### config.mk
export PLATFORM = sky130hd
export DESIGN_NAME = syncram_fifo_ctrl
export DESIGN_NICKNAME = d
export VERILOG_FILES = /design/src/rtl/syncram_fifo_ctrl.sv
export SDC_FILE = /design/constraint.sdc
export NUM_CORES = 1
export LEC_CHECK = 0
export ABC_AREA = 1
export CORE_MARGIN = 2
export CORE_UTILIZATION = 45
export DETAILED_ROUTE_END_ITERATION = 16
export GPL_TIMING_DRIVEN = 0
export PLACE_DENSITY = 0.84
export SLEW_MARGIN = 20
export SYNTH_ARGS = -nofsm -noshare
export SYNTH_HDL_FRONTEND = slang
export SYNTH_SLANG_ARGS = --single-unit
### constraint.sdc
create_clock -name clk -period 3.1 [get_ports clk]
set_input_delay 0.62 -clock clk [delete_from_list [all_inputs] [get_ports clk]]
set_output_delay 0.62 -clock clk [all_outputs]
set_load 0.01 [all_outputs]
### src/rtl/syncram_fifo_ctrl.sv
// 16 x 8 FIFO controller in front of the single-port-priority syncram.
// Pushes and pops are serialised; read data is re-registered one cycle after the RAM.
module syncram_fifo_ctrl (
  input  logic       clk,
  input  logic       rst,
  input  logic       push,
  input  logic [7:0] push_data,
  output logic       push_ack,
  input  logic       pop,
  output logic       pop_ack,
  output logic [7:0] rd_data,
  output logic       rd_valid,
  output logic       full,
  output logic       empty,
  output logic [4:0] count,
  output logic       ram_we,
  output logic       ram_re,
  output logic [3:0] ram_waddr,
  output logic [3:0] ram_raddr,
  output logic [7:0] ram_din,
  input  logic [7:0] ram_dout
);

  logic [3:0] wptr;
  logic [3:0] rptr;
  logic       last_grant;
  logic       cap_pend;
  logic       push_ok;
  logic       pop_ok;
  logic [4:0] count_next;

  // On contention the side that lost last time wins; last_grant = 1 means pop won.
  always_comb begin
    push_ok    = push & ~full & ~rst;
    pop_ok     = pop & ~empty & ~rst;
    push_ack   = push_ok & (~pop_ok | last_grant);
    pop_ack    = pop_ok & (~push_ok | ~last_grant);
    count_next = count;
    if (push_ack)
      count_next = count + 5'd1;
    else if (pop_ack)
      count_next = count - 5'd1;
  end

  // The RAM must never see we = re = 0, or it copies mem[raddr] over mem[waddr].
  assign ram_we    = push_ack;
  assign ram_re    = ~push_ack;
  assign ram_waddr = wptr;
  assign ram_raddr = rptr;
  assign ram_din   = push_data;

  always_ff @(posedge clk) begin
    if (rst) begin
      wptr       <= 4'd0;
      rptr       <= 4'd0;
      count      <= 5'd0;
      full       <= 1'b0;
      empty      <= 1'b1;
      last_grant <= 1'b0;
      cap_pend   <= 1'b0;
      rd_valid   <= 1'b0;
      rd_data    <= 8'h00;
    end else begin
      if (push_ack)
        wptr <= wptr + 4'd1;
      if (pop_ack)
        rptr <= rptr + 4'd1;
      count <= count_next;
      full  <= (count_next == 5'd16);
      empty <= (count_next == 5'd0);
      if (push_ok && pop_ok)
        last_grant <= pop_ack;
      // RAM dout is valid the cycle after a pop; capture it then.
      cap_pend <= pop_ack;
      rd_valid <= cap_pend;
      if (cap_pend)
        rd_data <= ram_dout;
    end
  end

endmodule

==> results_dict.tcl <==
set metrics [dict create \
    hold_start "ram_raddr[3]$_SDFFE_PP0P_" \
    avgSynthCellArea_um2 7.76 \
    fin_setup_tns_ps 0 \
    row_count 19 \
    cts_resized 0 \
    hpwlAfterDp_um 2100 \
    grt_pass1_vias 1103 \
    r2r_cells 10 \
    area_growth_pct 41.6 \
    yosys_warnings 0 \
    grt_overflow 0 \
    gp_congestion 0.857 \
    status "complete, no violations" \
    final_hold_viol_count 0 \
    finalSetupViolCount 0 \
    fin_nets 246 \
    rsz0062_at_grt "no" \
    drt_iter0_drc 22 \
    netlist_instances 171 \
    chipHeight_um 58.3 \
    routedWlPerCell_um 10.7 \
    worst-path-max-fanout 10 \
    clkLatencyLatePin_ps 330 \
    maxCapViolCount 0 \
    fill_cells 223 \
    hold_path_depth 2 \
    crit_required_ps 2480 \
    cp.arrival_ps 2260 \
    antenna_found_initial 0 \
    dieArea_um2 3400 \
    ys_ff_latch 26 \
    ff2ff_setup_slack_ps 1700 \
    timing.fmax_mhz 347 \
    grt_max_degree 16 \
    powerDensity_nw_per_um2 452 \
    diodes 0 \
    fin_skew_ps 2.26 \
    worst_pin_slew_ps 280 \
    synth-seq-area-share_pct 39.2 \
    peakVddDrop_v 0.000471 \
    drc_errors 0 \
    final_design_area_no_fill_um2 1880 \
    clkSinkCount 26 \
    period_share_pct 93.1 \
    first_pass_iters 4 \
    start_util_pct 47.7 \
    placed_area_um2 1830 \
    num_io_pins 56 \
    criticalPathCategory "input port to output port" \
    hold_buffers 0 \
    hp-class "flip-flop to flip-flop" \
    cts_root_buf "clkbuf_4" \
    synth_cell_types 26 \
    syn-num-nets 195 \
    netlist_area_um2 1330 \
    place_ws_ps 226 \
    setup_ws_ps 215 \
    cts_tree "built" \
    h-tree-depth 1 \
    grt_pass1_wl_um 4630 \
    whs_ps 483 \
    viasPerCell 4.70 \
    postRouteAntennaNets 0 \
    cp-end-kind "output port" \
    relSlewSlack_pct 81.3 \
    cts-buffers-inserted 3 \
    drive_above_1_share_pct 17.2 \
    clkSlewWorstSetupHoldPaths_ps 150 \
    critPathLaunchType "input port" \
    r2r_start "count[0]$_SDFF_PP0_" \
    setup.worst_path.start "push" \
    wl_um 2700 \
    p_leak_uw 0.000814 \
    clockBufferDepth 2 \
    coreArea_um2 2780 \
    total_power_uw 849 \
    die_w_um 58.3 \
    port_buffers 46 \
    layout_min_cycle_time_ps 2880 \
    grt.total_usage_pct 17.4 \
    via_count 1185 \
    postCtsSetupBuffers 0 \
    maxSlewViolCount 0 \
]
[cell families (layout without fill, tap and decap cells)]
| group | after synthesis | count (layout) | synth area share, % |
|---|---|---|---|
| DFF | 26 | 26 | 39.2 |
| xor gates and xnor gates | 1 | 1 | 0.660 |
| AOI/OAI and AO/OA | 24 | 24 | 9.06 |
| buffers and inverters | 37 | 87 | 14.0 |
| and+or+nand+nor | 79 | 79 | 33.3 |
| adders and majority gates | 4 | 4 | 3.77 |
[power by group]
| part | total (uW) | switching, uW | internal (uW) | leakage, uW |
|---|---|---|---|---|
| logic | 229 | 113 | 116 | 0.000574 |
| clock network | 237 | 107 | 131 | 0.0000279 |
| registers | 383 | 22.5 | 360 | 0.000212 |
| total | 849 | 242 | 607 | 0.000814 |
[Yosys cell counts (all sizes together)]
library cell,instances,area (um2)
clkbuf,2,10.0
nand2,23,104
nor3,3,26.3
ha,4,50.1
clkinv,1,3.75
xor2,1,8.76
buf,10,78.8
and3,1,6.26
nand4,1,21.3
o21ai,17,85.1
dfxtp,26,521
inv,24,92.6
nor2,34,154
nand3,17,130
a21oi,7,35.0
[critical path, stage by stage]
cell and delay (ps):
clkdlybuf4s50_1 600, nand3_4 110, inv_2 110, nand2_4 100
inv_2 100, buf_4 100, clkdlybuf4s50_1 520
[worst paths after layout]
path / end
worst max-delay path: ram_we
worst min-delay path: ram_raddr[3]$_SDFFE_PP0P_
worst max register to register: full$_SDFF_PP0_
worst min register to register: ram_raddr[3]$_SDFFE_PP0P_
[flip-flops by register name, indices dropped and copies added (netlist names)]
name        cells
ram_waddr       4
ram_raddr       4
empty           1
rd_data         8
last_grant      1
rd_valid        1
count           5
full            1
cap_pend        1
[placed cells by master, fill, tap and decap left out]
cell / count
clkdlybuf4s50_1: 46
nor2_1: 29
dfxtp_1: 26
inv_1: 20
nand2_1: 18
o21ai_0: 16
nand3_1: 11
buf_4: 9
a21oi_1: 7
nand2_2: 4
nor2_2: 4
nand3_2: 4
ha_1: 4
inv_2: 3
clkbuf_4: 3
nand3_4: 2
clkbuf_2: 2
nor3_1: 2
buf_6: 1
nor2_8: 1
inv_4: 1
nand2_4: 1
nand4_4: 1
nor3_4: 1
and3_1: 1
clkinv_1: 1
xor2_1: 1
o21ai_1: 1
bufinv_16: 1
[metal layers]
| layer | global-route usage (%) | vias to the layer above | wire (um) |
|---|---|---|---|
| met3 | 5.71 | 2 | 227 |
| met2 | 29.5 | 45 | 1290 |
| met1 | 21.7 | 505 | 1170 |
| met4 | 2.99 | 0 | 12 |
| met5 | 0 | - | 0 |
| li1 | - | 633 | - |
[metrics by stage]
| stage | instances | util [%] |
|---|---|---|
| 2_1_floorplan | 171 | - |
| 3_3_place_gp | 248 | 65.6 |
| 3_5_place_dp | 248 | 65.6 |
| 4_1_cts | 252 | 67.5 |
| 5_1_grt | 252 | 67.5 |
| 6_report | 252 | 67.5 |
[area by class of cell]
| class | instances | area, um2 | area share (%) |
|---|---|---|---|
| Buffer | 12 | 88.8 | 4.73 |
| Clock buffer | 3 | 22.5 | 1.20 |
| Sequential cell | 26 | 520 | 27.7 |
| Tap cell | 31 | 38.8 | 2.07 |
| Timing Repair Buffer | 46 | 460 | 24.5 |
| Clock inverter | 1 | 30.0 | 1.60 |
| Inverter | 25 | 96.3 | 5.13 |
| Multi-Input combinational cell | 108 | 621 | 33.0 |
No activity file was read; power rests on OpenSTA's default activity.
